===== src/rtl/example_6_1_3_pkg.sv =====
// example_6_1_3_pkg: state encoding and defaults for the mod-4 pulse counter
package example_6_1_3_pkg;
  typedef enum logic [1:0] {S0 = 2'b00, S1 = 2'b01, S2 = 2'b10, S3 = 2'b11} state_t;
  localparam int SYNC_STAGES_DEF = 2;
endpackage


===== src/rtl/example_6_1_3_if.sv =====
// example_6_1_3_if: pulse input plus exported state, next state and wrap output
interface example_6_1_3_if;
  logic x;
  logic y2;
  logic y1;
  logic ny2;
  logic ny1;
  logic z;
  modport master (output x, input y2, y1, ny2, ny1, z);
  modport slave (input x, output y2, y1, ny2, ny1, z);
endinterface


===== src/rtl/example_6_1_3_pulse_sync_edge.sv =====
// example_6_1_3_pulse_sync_edge: synchronizes async x and emits a one-cycle rising-edge event
module example_6_1_3_pulse_sync_edge #(
  parameter int SYNC_STAGES = 2
) (
  input  logic clk,
  input  logic rd,
  input  logic i_x,
  output logic o_evt
);
  logic [SYNC_STAGES-1:0] r_sync;
  logic r_x_d;
  always_ff @(posedge clk or negedge rd) begin
    if (!rd) begin
      r_sync <= '0;
      r_x_d <= 1'b0;
    end else begin
      r_sync <= {r_sync[SYNC_STAGES-2:0], i_x};
      r_x_d <= r_sync[SYNC_STAGES-1];
    end
  end
  assign o_evt = r_sync[SYNC_STAGES-1] & ~r_x_d;
endmodule


===== src/rtl/example_6_1_3.sv =====
// example_6_1_3: counts synchronized x pulses modulo 4, pulsing z on the S3->S0 wrap
module example_6_1_3
  import example_6_1_3_pkg::*;
#(
  parameter int SYNC_STAGES = SYNC_STAGES_DEF
) (
  input logic clk,
  input logic rd,
  example_6_1_3_if.slave bus
);
  state_t r_state;
  state_t w_next;
  logic w_evt;
  logic w_z;
  example_6_1_3_pulse_sync_edge #(.SYNC_STAGES(SYNC_STAGES)) u_sync (
    .clk(clk),
    .rd(rd),
    .i_x(bus.x),
    .o_evt(w_evt)
  );
  always_ff @(posedge clk or negedge rd) begin
    if (!rd) r_state <= S0;
    else r_state <= w_next;
  end
  always_comb begin
    w_next = w_evt ? state_t'(r_state + 2'd1) : r_state;
    w_z = w_evt && (r_state == S3);
  end
  assign bus.y2 = r_state[1];
  assign bus.y1 = r_state[0];
  assign bus.ny2 = w_next[1];
  assign bus.ny1 = w_next[0];
  assign bus.z = w_z;
endmodule


===== src/flat_wrapper.sv =====
// flat-port wrapper written by rule: the top's interface ports become plain ports
module example_6_1_3_flat import example_6_1_3_pkg::*;
#(
  parameter int SYNC_STAGES = SYNC_STAGES_DEF
)
  (clk, rd, bus_x, bus_y2, bus_y1, bus_ny2, bus_ny1, bus_z);
  example_6_1_3_if bus_i ();
  input logic clk;
  input logic rd;
  input wire logic [$bits(bus_i.x)-1:0] bus_x;
  output wire logic [$bits(bus_i.y2)-1:0] bus_y2;
  output wire logic [$bits(bus_i.y1)-1:0] bus_y1;
  output wire logic [$bits(bus_i.ny2)-1:0] bus_ny2;
  output wire logic [$bits(bus_i.ny1)-1:0] bus_ny1;
  output wire logic [$bits(bus_i.z)-1:0] bus_z;
  assign bus_i.x = bus_x;
  assign bus_y2 = bus_i.y2;
  assign bus_y1 = bus_i.y1;
  assign bus_ny2 = bus_i.ny2;
  assign bus_ny1 = bus_i.ny1;
  assign bus_z = bus_i.z;
  example_6_1_3 #(.SYNC_STAGES(SYNC_STAGES)) u_core (.clk(clk), .rd(rd), .bus(bus_i));
endmodule

===== config.mk =====
export PLATFORM = sky130hd
export DESIGN_NAME = example_6_1_3_flat
export DESIGN_NICKNAME = d
export VERILOG_FILES = /design/src/rtl/example_6_1_3_pkg.sv /design/src/rtl/example_6_1_3_if.sv /design/src/rtl/example_6_1_3_pulse_sync_edge.sv /design/src/rtl/example_6_1_3.sv /design/src/flat_wrapper.sv
export SDC_FILE = /design/constraint.sdc
export NUM_CORES = 1
export LEC_CHECK = 0
export ABC_AREA = 1
export CAP_MARGIN = 10
export CORE_AREA = 5 5 42 44
export CTS_BUF_LIST = sky130_fd_sc_hd__clkbuf_8
export DETAILED_ROUTE_END_ITERATION = 12
export DIE_AREA = 0 0 47 49
export PLACE_DENSITY = 0.37
export SLEW_MARGIN = 5
export SYNTH_ARGS = -nofsm -noshare
export SYNTH_HDL_FRONTEND = slang
export SYNTH_HIERARCHICAL = 1
export SYNTH_SLANG_ARGS = --single-unit

===== constraint.sdc =====
create_clock -name clk -period 0.9 [get_ports clk]
set_input_delay 0.18 -clock clk [delete_from_list [all_inputs] [get_ports clk]]
set_output_delay 0.18 -clock clk [all_outputs]
set_load 0.01 [all_outputs]

# Yosys cells after proc, flatten, opt, wreduce, memory -nomap -nowiden
# Index checks and enable logic that the tools add are counted.
# totals
ff_bits	5
in_bits	3
output_inout_bits	5
wordCells	9
# op_classes
add_sub_neg	1
n_eq_ne	1
n_mux	1
bitwise_logic	2
reduce_logical	1
# op_table
op	n
$add A2 B1 Y2 const B	1
$eq A2 B2 Y1 const B	1
$mux W2	1
$and A1 B1 Y1	1
$logic_and A1 B1 Y1	1
$not A1 Y1	1

# Depth between registers and ports, before layout
# Gate-level depths: netlist of the first run.
# logic_depth
ltp_word	3
ltp_mapped	5
mapped_depth_nobuf	5

# Hierarchy
# Netlist of the first run, hierarchy kept.
# modules_own_cells
mod	instances	cells_per_inst	area_each_um2	seq_area_each_um2
example_6_1_3	1	13	100.1	50.0
example_6_1_3_pulse_sync_edge	1	5	85.1	75.1

# Worst setup path after synthesis of the first run
# No wires, ideal clock.
# synth_path
path_type	register to output
start	register u_core.r_state[0]
end	output bus_ny2
arrival_time_ns	0.848
required_ns	0.720
slack_ns	-0.128
stages_incl_launch_ff	4
n_path_buf	0
cell_sequence	dfrtp_1 ha_1 nand2_1 nand2_1
# synth_via
elab_chain_len	2
# synth_rtl
element	line	rtl
from (decl)	example_6_1_3.sv:11	state_t r_state;
from (signal assigned)	example_6_1_3.sv:23	else r_state <= w_next;
$add A2 B1 Y2	example_6_1_3.sv:26	w_next = w_evt ? state_t'(r_state + 2'd1) : r_state;
$mux W2	example_6_1_3.sv:26	
to (decl)	flat_wrapper.sv:13	output wire logic [$bits(bus_i.ny2)-1:0] bus_ny2;
# No other way between the ends.

# Worst setup path after layout of the first run
# layout_path
start	register u_core.r_state[1]
end	output bus_ny2
# layout_via
elab_chain_len	2
# layout_rtl
element	line
$add A2 B1 Y2	example_6_1_3.sv:26
$mux W2 (*)	example_6_1_3.sv:26
# Mark *: on every way between the ends. The rest lies on a longest branch, timed or not.

==> results.toml, run 1 <==
[clock_tree]
cts.clk_slew.worst_paths_ns = 0.04
htreeDepth = 1
cts_tree = "done"
cts-root-buf = "clkbuf_8"
clock_latency_ns = 0.22
cts.path.max_buffers = 2
cts_sinks = 5
cts_made_buffers = 3
ctsHoldBuffers = 0

[power_and_ir_drop]
power_density_nw_per_um2 = 2850
p_leak_nw = 0.2016
power_mw = 1.095
ir_worst_vdd_v = 0.0008655

[grt]
grtUsageTotal_pct = 4.590
grt_pass1_wl_um = 696
gr-total-overflow = 0
antenna_found_initial = 0
grt_max_degree = 6
grt_pass1_vias = 191

[routing]
met3_length_um = 40
top_layer = "met3"
via_per_inst = 3.260
vias = 163
antenna_left = 0
finalWirelength_um = 415
drc_errors = 0
wl_met2_um = 196
wl_per_cell_um = 8.300
drt_iter0_drc = 0
drt_first_pass_iters = 1
drt-met1-wl_um = 178

[yosys]
ys_ff_latch = 5
syn_inst = 18
ys_warn_count = 6
syn_avg_cell_area_um2 = 10.29
syn_area_um2 = 185.2
synth.distinct_cells = 6
synthesis.nets = 22
ys_seq_area_share_pct = 67.57

[critical_path]
rrSetupSlack_ns = -0.23
critical_path_class = "reg2out"
critPathSlowestCell = "dfrtp_1"
cp-end-kind = "output port"
critPathBufInv = 1
cp_top_family = "flip-flops"
arrival_ns = 1.13
cp_cell_sequence = "ha_1, nand2_1, nand2_2, buf_6"
startpoint_type = "flop"
cp.required_ns = 0.72
critPathMaxFanout = 2
max_stage_delay_ns = 0.37

[timing]
tns_ns = -1.574
fin_ws_ns = -0.4081
setup_viol = 6
min_period_over_period_pct = 145.3
hold_viol_final = 0
fin_crit_ns = 1.308
slew_headroom_pct = 84.84
rsz0062_at_grt = "yes"
fin_skew_ns = 0.003413
slew_viol_final = 0
max_freq_ghz = 0.7645
worst_slew_pin_slew_ns = 0.2267

[floorplan]
rows = 14
die_w_um = 47
fp.dieH_um = 49
die_area_um2 = 2303
io_pins = 8
start_util_pct = 13.21
core_um2 = 1401

[hold_path]
worstHoldPathType = "in2async"

[cells_and_area]
syn_to_final_growth_pct = 107.4
layout-drive-gt1-share_pct = 55.88
antenna_cells = 0
final_area_um2 = 384.1
fin_util_pct = 27.41
fin_nets = 39

[outcome]
violations = "negative setup slack"
status = "finished with violations"

[placement]
port_buffers = 7
hpwl_um = 297.8
place_area_um2 = 292.8
gp_congestion = 0.6296

[job]
drv_cap = 0
==> repair_timing <==
item,in CTS,in global routing
resized for setup,26,5
endpoints found under the hold margin,0,0
buffers inserted,2,1
endpoints found under the setup margin,6,7
pin swaps,4,4
cloned,0,0
==> cell families (layout without fill, tap and decap cells) <==
family,after synthesis,after routing,synth area share [%]
adders and majority gates,1,1,6.756
buffers and inverters,4,20,8.106
DFF,5,5,67.57
and+or+nand+nor,8,8,17.57
==> flip-flops by register name, summed over array words and instances, names as in the netlist <==
name,cells
u_core/u_sync/r_x_d,1
u_core/u_sync/r_sync,2
u_core/r_state,2
==> final cells by class <==
class	instances	area [µm²]
Clock inverter	1	3.754
Timing Repair Buffer	12	121.4
Multi-Input combinational cell	9	57.56
Inverter	4	15.01
Clock buffer	3	41.29
Tap cell	16	20.02
Sequential cell	5	125.1
Fill cell	157	1017
==> routing by layer <==
metal / GRT usage [%] / vias to the layer above
met3: 2.583 / 0
li1: - / 83
met1: 5.100 / 72
met5: 0 / -
met2: 5.204 / 8
met4: 5.530 / 0
==> cell usage in the layout, fill, tap and decap left out, drive strengths merged <==
cell,count
buf,10
dfrtp,5
inv,5
ha,1
clkdlybuf4s50,2
clkbuf,3
nor2,1
nand2,7
==> synthesized netlist by cell type <==
master / number / area (µm²)
ha_1: 1 / 12.51
nand2_1: 7 / 26.28
dfrtp_1: 5 / 125.1
nor2_2: 1 / 6.260
inv_2: 1 / 3.750
inv_1: 3 / 11.26
==> worst reg2reg max path, stage by stage (launching register included) <==
cell and delay (ns):
dfrtp_1 0.37, ha_1 0.29, nand2_1 0.07, nand2_2 0.06, buf_4 0.13, buf_6 0.10
==> per-stage QoR <==
step                setup slack, ns  hold slack (ns)  instances
finish                      -0.4081           0.1831         50
global route                -0.4519           0.2025         50
CTS                         -0.4339           0.1853         49
detailed placement          -0.5801           0.3434         43
global placement            -0.5784           0.3413         43
floorplan                   -0.1097          -0.1156         18
==> power breakdown <==
group          internal, mW  switching (mW)  total, mW
clock                 0.292           0.103      0.395
sequential            0.261          0.0203      0.281
combinational         0.266           0.153      0.419
==> path summary, 6_finish.rpt <==
kind                                              start                 endpoint  depth (start not counted)
worst max-delay path                  u_core/r_state[1]                  bus_ny2                          4
worst min-delay path                                 rd      u_core/u_sync/r_x_d                          1
worst max register to register        u_core/r_state[1]        u_core/r_state[1]                          5
worst min register to register  u_core/u_sync/r_sync[0]  u_core/u_sync/r_sync[1]                          0
min in group clk                u_core/u_sync/r_sync[0]  u_core/u_sync/r_sync[1]                          0
max in group asynchronous                            rd  u_core/u_sync/r_sync[1]                          1
No activity file was read; power rests on OpenSTA's default activity.
==> inputs of run 2 (changes only) <==
Settings changed: GPL_TIMING_DRIVEN from default to 0.
==> run 2 against run 1 <==
  * The flow still finishes with violations (negative setup slack)
  * Setup slack got worse by 0.0033 ns
  * Register-to-register slack improved by 0.22 ns
  * Fmax decreased by 0.25%
  * Critical path type unchanged
  * Non-clock buffer count decreased by 3
  * Combinational power decreased by 31%
  * Die area unchanged
==> results.toml, run 2 (same netlist as run 1, synthesis figures left out) <==
[floorplan]
core_um2 = 1401
die_area_um2 = 2303
io_pins = 8
rows = 14
die_w_um = 47
start_util_pct = 13.21
fp.dieH_um = 49

[cells_and_area]
fin_nets = 36
final_cell_mix = "6 x nand2_1, 5 x dfrtp_1, 3 x clkbuf_8, 3 x inv_1, 3 x buf_6"
seq_area_um2 = 125.1
antenna_cells = 0
final_cells = 47
top_regs = "u_core/r_state x2, u_core/u_sync/r_sync x2, u_core/u_sync/r_x_d x1"
multi_input_area_um2 = 52.55
final_common_cell = "nand2_1"
syn_to_final_growth_pct = 81.76
layout-drive-gt1-share_pct = 45.16
fin_util_pct = 24.02
fillers = 150

[power_and_ir_drop]
p_leak_nw = 0.1818
power_uw = 961.2
ir_worst_vdd_v = 0.001264
power_density_nw_per_um2 = 2856

[clock_tree]
htreeDepth = 1
cts_sinks = 5
cts_made_buffers = 3
ctsHoldBuffers = 0
clock_latency_ns = 0.22
cts-root-buf = "clkbuf_8"
cts.clk_slew.worst_paths_ns = 0.03
cts.path.max_buffers = 2
cts_tree = "done"

[timing]
hold_viol_final = 0
whs_ns = 0.1852
fin_crit_ns = 1.311
worst_slew_pin_slew_ns = 0.2273
fin_skew_ns = 0.002482
tns_ns = -1.287
fin_ws_ns = -0.4114
setup_viol = 6
slew_headroom_pct = 84.80
rsz0062_at_grt = "yes"
slew_viol_final = 0
min_period_over_period_pct = 145.7
max_freq_ghz = 0.7626

[routing]
wl_per_cell_um = 7.681
drc_errors = 0
antenna_left = 0
via_per_inst = 3.064
drt_first_pass_iters = 4
vias = 144
finalWirelength_um = 361
drt_iter0_drc = 4

[grt]
grt_pass1_vias = 145
grtUsageTotal_pct = 3.680
grt_pass1_wl_um = 558
gr-total-overflow = 0
antenna_found_initial = 0
grt_max_degree = 6

[critical_path]
critPathMaxFanout = 2
cp-end-kind = "output port"
cp_cell_sequence = "ha_1, nand2_1, nand2_2, buf_6"
startpoint_type = "flop"
max_stage_delay_ns = 0.37
critPathBufInv = 1
arrival_ns = 1.13
cp_top_family = "flip-flops"
critPathSlowestCell = "dfrtp_1"
cp.required_ns = 0.72
critical_path_class = "reg2out"

[hold_path]
worstHoldPathType = "in2async"

[outcome]
violations = "negative setup slack"
status = "finished with violations"

[placement]
gp_congestion = 0.5542
port_buffers = 7
dpl.cell_count = 41
hpwl_um = 248.2

[job]
drv_cap = 0
[run 2: area by class of cell]
cell class | instances | area share, %
Sequential cell | 5 | 37.17
Timing Repair Buffer | 9 | 23.42
Multi-Input combinational cell | 9 | 15.61
Clock buffer | 3 | 12.27
Tap cell | 16 | 5.948
Inverter | 4 | 4.461
Clock inverter | 1 | 1.115
[run 2: timing repair]
action,4_1_cts,5_1_grt
setup buffers,2,1
pin swaps,2,0
setup endpoints to repair,6,6
resized for setup,25,0
[run 2: power by group]
part           total [mW]  internal [mW]  switching, mW
Sequential          0.281          0.261         0.0201
Combinational       0.289          0.162          0.127
Clock               0.392          0.291          0.100
[run 2: through the flow]
stage | cell area [µm²] | worst slack (ns)
2_1_floorplan | 187.7 | -0.1097
3_3_place_gp | 277.8 | -0.6043
3_5_place_dp | 277.8 | -0.6150
4_1_cts | 336.6 | -0.4266
5_1_grt | 336.6 | -0.4640
6_report | 336.6 | -0.4114
[run 2: metal layers]
metal	GRT usage, %	routed length (µm)	up-vias
li1	-	-	77
met1	4.911	195	57
met2	3.394	110	10
met3	3.321	54	0
met4	2.765	0	0
met5	0	0	-
[run 2: path summary, 6_finish.rpt]
kind / end / cells past startpoint / from / slack (ns)
worst min register to register: u_core/u_sync/r_sync[1] / 0 / u_core/u_sync/r_sync[0] / 0.35
worst max-delay path: bus_ny2 / 4 / u_core/r_state[1] / -0.41
worst max register to register: u_core/r_state[1] / 3 / u_core/r_state[1] / -0.01
worst min-delay path: u_core/r_state[1] / 1 / rd / 0.19
max in group asynchronous: u_core/u_sync/r_sync[1] / 1 / rd / 0.52
min in group clk: u_core/u_sync/r_sync[1] / 0 / u_core/u_sync/r_sync[0] / 0.35
